--- src/rtl/posit_to_int_slave_if.sv ---
// Handshake bundle between the upstream posit pipe, the converter and the
// downstream AXI-Stream sink.
interface posit_to_int_slave_if #(
    parameter int unsigned N  = 8,
    parameter int unsigned PS = 16
);
    logic [PS-1:0] pipe_read_data;
    logic          pipe_read_req;
    logic          pipe_read_ack;
    logic          tx_axis_tvalid;
    logic [N-1:0]  tx_axis_tdata;
    logic          tx_axis_tready;

    modport slave (
        input  pipe_read_data,
        input  pipe_read_req,
        input  tx_axis_tready,
        output pipe_read_ack,
        output tx_axis_tvalid,
        output tx_axis_tdata
    );

    modport master (
        output pipe_read_data,
        output pipe_read_req,
        output tx_axis_tready,
        input  pipe_read_ack,
        input  tx_axis_tvalid,
        input  tx_axis_tdata
    );
endinterface

--- src/rtl/posit_to_int_slave.sv ---
// Posit (es=0) to unsigned integer converter: FWFT input FIFO, a decode stage
// (S1) and a rounding/saturating output register (S2) feeding AXI-Stream.
module posit_to_int_slave #(
    parameter int unsigned N   = 8,
    parameter int unsigned PS  = 16,
    parameter int unsigned ES  = 0,
    parameter int unsigned D   = 8,
    parameter int unsigned D_S = 3
) (
    input  logic                 clk,
    input  logic                 reset,
    posit_to_int_slave_if.slave  bus_io
);
    // Fraction bits left after sign, shortest regime (2 bits) and exponent.
    localparam int unsigned F  = PS - 3 - ES;
    localparam int unsigned KW = $clog2(PS) + 1;
    // Integer part (N+1 bits) above a guard bit and F sticky bits.
    localparam int unsigned W  = F + N + 2;

    logic [PS-1:0]         mem_q [D];
    logic [D_S-1:0]        wr_ptr_q, wr_ptr_d, rd_ptr_q, rd_ptr_d;
    logic [D_S:0]          count_q, count_d;
    logic                  ack_q, ack_d;
    logic                  s1_v_q, s1_v_d;
    logic                  s1_zero_q, s1_zero_d;
    logic signed [KW-1:0]  s1_k_q, s1_k_d;
    logic [F-1:0]          s1_frac_q, s1_frac_d;
    logic                  tvalid_q, tvalid_d;
    logic [N-1:0]          tdata_q, tdata_d;

    logic                  push, pop, s2_adv;
    logic [PS-1:0]         head;
    logic [PS-2:0]         body;
    logic [KW-1:0]         run;
    logic                  stop;
    logic                  zero_dec;
    logic signed [KW-1:0]  k_dec;
    logic [F-1:0]          frac_dec;
    logic [KW-1:0]         k1;
    logic [W-1:0]          y;
    logic [N:0]            ip, sum;
    logic                  rnd;
    logic [N-1:0]          conv;

    function automatic logic [D_S-1:0] ptr_inc(input logic [D_S-1:0] p);
        return (p == D_S'(D - 1)) ? '0 : p + D_S'(1);
    endfunction

    // Decode the FIFO head: regime run length, k and left-aligned fraction.
    always_comb begin
        head = mem_q[rd_ptr_q];
        body = head[PS-2:0];
        run  = '0;
        stop = 1'b0;
        for (int i = PS - 2; i >= 0; i--) begin
            if (!stop && body[i] == body[PS-2]) run = run + KW'(1);
            else stop = 1'b1;
        end
        k_dec    = body[PS-2] ? $signed(run - KW'(1)) : -$signed(run);
        // Drop the run and its terminator; what remains is the fraction.
        frac_dec = F'(((body << run) << 1) >> (PS - 1 - F));
        // Negative posits and NaR share the sign bit and all map to 0.
        zero_dec = head[PS-1] | ~|body;
    end

    // Scale 1.f by 2^k, round half to even, saturate at 2^N-1.
    always_comb begin
        k1   = s1_k_q + KW'(1);
        y    = W'({1'b1, s1_frac_q}) << k1;
        ip   = y[W-1 -: N+1];
        rnd  = y[F] & ((|y[F-1:0]) | ip[0]);
        sum  = ip + (N+1)'(rnd);
        if (s1_zero_q || int'(s1_k_q) < -1) conv = '0;
        else if (int'(s1_k_q) >= int'(N) || sum[N]) conv = '1;
        else conv = sum[N-1:0];
    end

    // Next state for FIFO control, S1 and S2.
    always_comb begin
        s2_adv   = ~tvalid_q | bus_io.tx_axis_tready;
        pop      = (count_q != '0) & (~s1_v_q | s2_adv);
        push     = bus_io.pipe_read_req & ack_q;
        wr_ptr_d = push ? ptr_inc(wr_ptr_q) : wr_ptr_q;
        rd_ptr_d = pop ? ptr_inc(rd_ptr_q) : rd_ptr_q;
        case ({push, pop})
            2'b10:   count_d = count_q + (D_S+1)'(1);
            2'b01:   count_d = count_q - (D_S+1)'(1);
            default: count_d = count_q;
        endcase
        ack_d = count_d < (D_S+1)'(D);

        s1_v_d    = s1_v_q;
        s1_zero_d = s1_zero_q;
        s1_k_d    = s1_k_q;
        s1_frac_d = s1_frac_q;
        if (pop) begin
            s1_v_d    = 1'b1;
            s1_zero_d = zero_dec;
            s1_k_d    = k_dec;
            s1_frac_d = frac_dec;
        end else if (s2_adv) begin
            s1_v_d = 1'b0;
        end

        tvalid_d = tvalid_q;
        tdata_d  = tdata_q;
        if (s2_adv) begin
            tvalid_d = s1_v_q;
            if (s1_v_q) tdata_d = conv;
        end
    end

    // Control and pipeline registers.
    always_ff @(posedge clk) begin
        if (reset) begin
            wr_ptr_q  <= '0;
            rd_ptr_q  <= '0;
            count_q   <= '0;
            ack_q     <= 1'b0;
            s1_v_q    <= 1'b0;
            s1_zero_q <= 1'b0;
            s1_k_q    <= '0;
            s1_frac_q <= '0;
            tvalid_q  <= 1'b0;
            tdata_q   <= '0;
        end else begin
            wr_ptr_q  <= wr_ptr_d;
            rd_ptr_q  <= rd_ptr_d;
            count_q   <= count_d;
            ack_q     <= ack_d;
            s1_v_q    <= s1_v_d;
            s1_zero_q <= s1_zero_d;
            s1_k_q    <= s1_k_d;
            s1_frac_q <= s1_frac_d;
            tvalid_q  <= tvalid_d;
            tdata_q   <= tdata_d;
        end
    end

    // FIFO storage; contents need no reset since count gates every read.
    always_ff @(posedge clk) begin
        if (push) mem_q[wr_ptr_q] <= bus_io.pipe_read_data;
    end

    assign bus_io.pipe_read_ack  = ack_q;
    assign bus_io.tx_axis_tvalid = tvalid_q;
    assign bus_io.tx_axis_tdata  = tdata_q;
endmodule

--- src/flat_wrapper.sv ---
// flat-port wrapper written by rule: the top's interface ports become plain ports
module posit_to_int_slave_flat 
#(
    parameter int unsigned N   = 8,
    parameter int unsigned PS  = 16,
    parameter int unsigned ES  = 0,
    parameter int unsigned D   = 8,
    parameter int unsigned D_S = 3
)
  (clk, reset, bus_io_pipe_read_data, bus_io_pipe_read_req, bus_io_tx_axis_tready, bus_io_pipe_read_ack, bus_io_tx_axis_tvalid, bus_io_tx_axis_tdata);
  posit_to_int_slave_if #(.N(N), .PS(PS)) bus_io_i ();
  input  logic clk;
  input  logic reset;
  input wire logic [$bits(bus_io_i.pipe_read_data)-1:0] bus_io_pipe_read_data;
  input wire logic [$bits(bus_io_i.pipe_read_req)-1:0] bus_io_pipe_read_req;
  input wire logic [$bits(bus_io_i.tx_axis_tready)-1:0] bus_io_tx_axis_tready;
  output wire logic [$bits(bus_io_i.pipe_read_ack)-1:0] bus_io_pipe_read_ack;
  output wire logic [$bits(bus_io_i.tx_axis_tvalid)-1:0] bus_io_tx_axis_tvalid;
  output wire logic [$bits(bus_io_i.tx_axis_tdata)-1:0] bus_io_tx_axis_tdata;
  assign bus_io_i.pipe_read_data = bus_io_pipe_read_data;
  assign bus_io_i.pipe_read_req = bus_io_pipe_read_req;
  assign bus_io_i.tx_axis_tready = bus_io_tx_axis_tready;
  assign bus_io_pipe_read_ack = bus_io_i.pipe_read_ack;
  assign bus_io_tx_axis_tvalid = bus_io_i.tx_axis_tvalid;
  assign bus_io_tx_axis_tdata = bus_io_i.tx_axis_tdata;
  posit_to_int_slave #(.N(N), .PS(PS), .ES(ES), .D(D), .D_S(D_S)) u_core (.clk(clk), .reset(reset), .bus_io(bus_io_i));
endmodule
--- config.mk ---
export PLATFORM = sky130hd
export DESIGN_NAME = posit_to_int_slave_flat
export DESIGN_NICKNAME = d
export VERILOG_FILES = /design/src/rtl/posit_to_int_slave_if.sv /design/src/rtl/posit_to_int_slave.sv /design/src/flat_wrapper.sv
export SDC_FILE = /design/constraint.sdc
export NUM_CORES = 1
export LEC_CHECK = 0
export CORE_MARGIN = 1
export CORE_UTILIZATION = 54
export DETAILED_ROUTE_END_ITERATION = 7
export DONT_BUFFER_PORTS = 1
export PLACE_DENSITY = 0.69
export REMOVE_ABC_BUFFERS = 1
export SYNTH_ARGS = -nofsm -noshare
export SYNTH_HDL_FRONTEND = slang
export SYNTH_SLANG_ARGS = --single-unit
--- constraint.sdc ---
create_clock -name clk -period 10.1 [get_ports clk]
set_input_delay 2.02 -clock clk [delete_from_list [all_inputs] [get_ports clk]]
set_output_delay 2.02 -clock clk [all_outputs]
set_load 0.1 [all_outputs]
## Word level (Yosys, flattened, before mapping)

Memory sizes are Yosys's and may differ from the RTL's. A register that Yosys moved wholly into a read port is not among the register bits.
Index checks and enable logic that the tools add are counted.

- Flip-flop bits (word level): 40
- Bits in writable memories: 128
- Output and inout bits: 10
- Word-level logic and storage cells: 136
- Memories: 1

Memories:

| memory | words | width | rd ports | clocked after Yosys merged registers in | write ports | line | text |
|---|---|---|---|---|---|---|---|
| u_core.mem_q | 8 | 16 | 1 | 1 | 1 | posit_to_int_slave.sv:20 | `logic [PS-1:0] mem_q [D];` |

- Add/subtract/negate cells: 21
- Magnitude comparators: 3
- Equal/unequal tests: 18
- Shift operators: 2
- Muxes and demuxes: 39
- Bitwise gates (word level): 9
- Reduce and logical (&&, ||, !) cells: 33

Operators by type and width:

| cell | number |
|---|---|
| 2-to-1 mux 5 bit | 14 |
| adder 5 x 1 -> 5 bit (second input constant) | 13 |
| << shifter 14 x 5 -> 23 bit | 1 |
| 2-to-1 mux 1 bit | 17 |
| 2-to-1 mux 8 bit | 2 |
| OR reduction 15 bit | 1 |
| << shifter 15 x 5 -> 14 bit | 1 |
| == test 1 bit | 14 |
| logical AND 1 bit | 13 |
| logical NOT 1 bit | 13 |
| OR reduction 13 bit | 1 |
| 2-to-1 mux 3 bit | 4 |
| adder 9 x 1 -> 9 bit | 1 |
| one-hot mux 4 bit (2 select lines) | 1 |
| adder 3 x 1 -> 3 bit (second input constant) | 2 |
| == test 3 bit (second input constant) | 2 |
| adder 5 x 2 -> 5 bit (second input constant) | 1 |
| >= comparator 5 bit (second input constant) | 1 |
| < comparator 5 x 1 -> 1 bit (second input constant) | 1 |
| negator 5 bit | 1 |
| subtractor 5 x 1 -> 5 bit (second input constant) | 1 |
| adder 4 x 1 -> 4 bit (second input constant) | 1 |
| < comparator 4 bit (second input constant) | 1 |
| OR 1 bit | 4 |
| 10 further kinds | 14 |

## Depth between registers and ports, before layout

- Word-level depth: 41
- Gate-level depth with buffers: 43
- Gate-level depth less buffers: 37

## Least setup slack after synthesis

No wires, ideal clock.

- Kind: register to register
- Start point: register with a tool-made name
- End point: register u_core.s1_frac_q[6]
- Library setup time: 0.128 ns
- Arrival: 7.905 ns
- Required time: 9.972 ns
- Path slack: 2.068 ns
- Stages on the path, launching flop included: 39
- Buffers on the path: 7
- Path through: dfxtp_1 > buf_6 > buf_12 > mux4_2 > mux2i_4 > buf_6 > buf_6 > buf_2 > a2bb2oi_1 > inv_1 > ha_1 > nand2_1 > nand2_1 > ha_1 > o21a_1 > ha_1 > mux2_2 > ha_1 > [... 3 more ...] > inv_1 > ha_1 > nand2_1 > a31oi_1 > ha_1 > mux2_2 > ha_1 > or2_2 > o21a_1 > ha_1 > mux2_2 > o21a_1 > clkbuf_1 > buf_2 > mux2i_1 > a21oi_1 > a32oi_1 > nor2_1

RTL lines:

| what | line | text |
|---|---|---|
| end signal: assignment | posit_to_int_slave.sv:134 | `s1_frac_q <= s1_frac_d;` |
| end: declaration | posit_to_int_slave.sv:27 | `logic [F-1:0] s1_frac_q, s1_frac_d;` |

==> summary.txt <==
Outcome
  – Status: finished, final reports clean

Synthesis
  – Sequential fraction of the synthesis area: 0.497
  – Number of synthesized flops with an enable pin: 128
  – Top_reg_cell synth: edfxtp_1
  – Cells after synthesis: 802
  – Average cell area after synthesis: 11.8 sq um
  – Mapped cell area: around 0.0095 sq mm
  – Synthesis-stage register bit count: 171
  – Library cells used by synthesis: 79
  – Synth Warn #: 0
  – FFs w/ async S/R, synth: 0

Min path
  – HP Class: reg2reg

Critical path
  – Critical Path Sink Type: flip-flop
  – Most frequent CP cell: ha_1
  – Setup crit start kind: flip-flop
  – Worst stage delay on the critical path: 0.83 ns
  – Critical path type: reg2reg
  – Critical Path RT: between 10 and 15 ns
  – Crit path arrival time: 9.61 ns
  – Critical path peak fanout: 23
  – CP max stage cell: dfxtp_2

Power
  – Leak: roughly 0.0034 uW
  – Switching Share: 0.449
  – Final Power: 3710 uW
  – P_sw: 1660 uW
  – Internal power: 2050 uW
  – VDD IR max: between 0.0002 and 0.00025 V
  – Sequential share of power: 0.276
  – Clock power frac: 0.171
  – Combinational Power Share: 0.553
  – Cell Pwr Density: approximately 360 mW/mm^2

Clocking
  – Clock Root Buffer: clkbuf_16
  – CTS hold repair buffers: 0
  – Reg clk slew, reported paths: 0.07 ns
  – CTS HTree Levels: 4
  – Setup Buffers After CTS: 0
  – PostCTS Resize Cnt: 0
  – CTS Buf Count: 17
  – CTS max path bufs: 2
  – Clk Latency, worst-skew pair: 0.43 ns
  – Clock sinks: 171
  – CTS tree: built

GRT
  – Total global routing overflow: 0
  – Largest net degree at the start of global routing: 39
  – First-pass GRT wire length: between 30,000 and 40,000 microns
  – Overall routing resource usage: 0.230
  – Number of antenna violations at the first check in global routing: 0
  – Vias in the first global route: a little over 6,000

Timing
  – Fin. max-slew vios: 0
  – Period utilization: 0.919
  – Hold_ws: roughly 0.48 ns
  – Setup TNS: 0 ns
  – Worst Tran Pin Value: 1.06 ns
  – Final Hold Vio Count: 0
  – Finish-stage setup viols: 0
  – Unrepaired setup endpoints after global routing: no
  – Fin crit period: approximately 9.3 ns
  – Max-slew headroom: 0.293
  – Max frequency: about 110 MHz
  – Setup Skew: 0.0121 ns

Finish
  – Fillers: about 1,400
  – Area occupied by multi-input gates: approximately 0.0045 sq mm
  – Layout cell share with drive strength beyond 1: 0.162
  – Area Overhead vs Synth: 8.45%
  – Diodes inserted: 0
  – Final Cell Area: 0.0103 sq mm
  – Register area: between 0.004 and 0.005 sq mm
  – Fin nets: 844

Detailed routing
  – Vias: 6,348
  – Initial drt markers: 422
  – Vias per cell: about 6.1
  – Antenna Nets Post-Route: 0
  – DRC: 0
  – First-pass iteration count of the detailed router: 5
  – Final WL: just under 20,000 microns
  – Routed len/inst: 19.0 microns

Floorplan
  – Die width: 134 microns
  – Die footprint: about 0.018 sq mm
  – Die height: 134 microns
  – Core area: 0.0172 sq mm
  – Initial core utilization: 0.551
  – Row Count: 48
  – Top Ports: 30

Place
  – Final HPWL DP: 13,700 microns
  – GP Congestion: 0.847
  – PortBufs: 0
  – Post-DP Area: 0.00968 sq mm

Flow run
  – MaxCap Viol Count: 0
layout by cell type (no fill, tap or decap), types with 5 or more instances in the layout:
master,instances
edfxtp_1,128
nand3_1,24
buf_4,15
o21ai_0,43
ha_1,22
inv_1,15
a21oi_1,44
nand2_1,75
nand2b_1,8
xor2_1,13
mux2i_1,27
a31oi_1,6
a32oi_1,6
a211oi_1,11
xnor2_1,22
nor2b_1,6
o22ai_1,5
nor3_1,14
and2_1,7
mux4_2,37
dfxtp_1,41
o211ai_1,5
or3_1,7
nor4_1,6
clkbuf_16,17
o21a_1,6
mux2_2,17
nor3_2,5
nor2_1,80
stage by stage:
step / setup WS [ns] / instances / util
6_report: 0.821 / 1039 / 0.597
5_1_grt: 0.0244 / 1039 / 0.597
4_1_cts: 0.827 / 1039 / 0.597
3_5_place_dp: 0.891 / 1007 / 0.564
3_3_place_gp: 1.13 / 1007 / 0.564
2_1_floorplan: 0.834 / 767 / -
final cells by class:
class | instances | area share
multi-input cells | 579 | 0.440
repair buffers | 15 | 0.0110
clock buffers | 17 | 0.0415
well taps | 225 | 0.0274
inverters | 17 | 0.00622
clock inverters | 15 | 0.0151
flip-flops and latches | 171 | 0.459
cell families after synthesis:
kind of cell	after synthesis	share of synthesized area
and+or+nand+nor	254	0.125
DFF	171	0.497
AOI/OAI and AO/OA	166	0.112
muxes	90	0.153
buffers and inverters	52	0.0283
xor gates and xnor gates	43	0.0500
adders and majority gates	26	0.0344
worst paths after layout:
path / from / cells after the start / slack (ns) / end
min reg2reg: u_core.rd_ptr_q[2]$_SDFFE_PP0P_ / 2 / 0.48 / flip-flop
max: flip-flop / 34 / 0.82 / u_core.s1_k_q[4]$_SDFFE_PP0P_
min: u_core.rd_ptr_q[2]$_SDFFE_PP0P_ / 2 / 0.48 / flip-flop
max reg2reg: flip-flop / 34 / 0.82 / u_core.s1_k_q[4]$_SDFFE_PP0P_
power by group through the flow:
| stage | clock [uW] | sequential [uW] | combinational [uW] |
|---|---|---|---|
| floorplan | 0 | 1030 | 1600 |
| global placement | 0 | 1040 | 1980 |
| detailed placement | 0 | 1040 | 2020 |
| CTS | 646 | 1030 | 2030 |
| global route | 670 | 1040 | 2280 |
| finish | 636 | 1020 | 2050 |
synth_stat cells, types with 7 or more instances:
library cell / instances / area share
dfxtp_1: 43 / 0.091
mux2_2: 17 / 0.020
nor3_1: 18 / 0.0095
xnor2_1: 22 / 0.020
a211oi_1: 11 / 0.0087
or3_1: 7 / 0.0046
nand3_1: 24 / 0.013
ha_1: 22 / 0.029
nand2_1: 75 / 0.030
nor2_1: 80 / 0.032
and2_1: 7 / 0.0046
xor2_1: 13 / 0.012
edfxtp_1: 128 / 0.41
a21oi_1: 44 / 0.023
inv_1: 15 / 0.0060
clkbuf_1: 12 / 0.0048
mux2i_1: 27 / 0.029
buf_1: 8 / 0.0032
o21ai_0: 43 / 0.023
mux4_2: 37 / 0.088
nand2b_1: 8 / 0.0053
nor4_1: 7 / 0.0046
worst max-delay path, delay by kind of cell, from the launching register on:
family | cells | cell delay [ns]
mux | 7 | 2.08
flops | 1 | 0.83
compound gates | 10 | 2.32
simple gates | 4 | 0.49
xor+xnor | 1 | 0.13
fa+ha+maj | 9 | 2.71
buf+inv | 3 | 0.59
routing by layer:
metal,global-route usage,routed length (microns),vias up
met5,0,0,-
met4,0.0680,247,0
met3,0.0431,823,21
met2,0.392,9880,135
met1,0.299,8840,3146
li1,-,-,3046
sequential cells by signal (all words and copies together) (netlist names), named ones only:
signal                        cells
u_core.s1_v_q                     1
u_core.s1_k_q                     5
u_core.bus_io.pipe_read_ack       1
u_core.wr_ptr_q                   3
u_core.count_q                    4
u_core.rd_ptr_q                   3
u_core.bus_io.tx_axis_tdata       8
u_core.s1_zero_q                  1
u_core.bus_io.tx_axis_tvalid      1
u_core.s1_frac_q                 13
u_core.mem_q                    128
No activity file was read; power rests on OpenSTA's default activity.
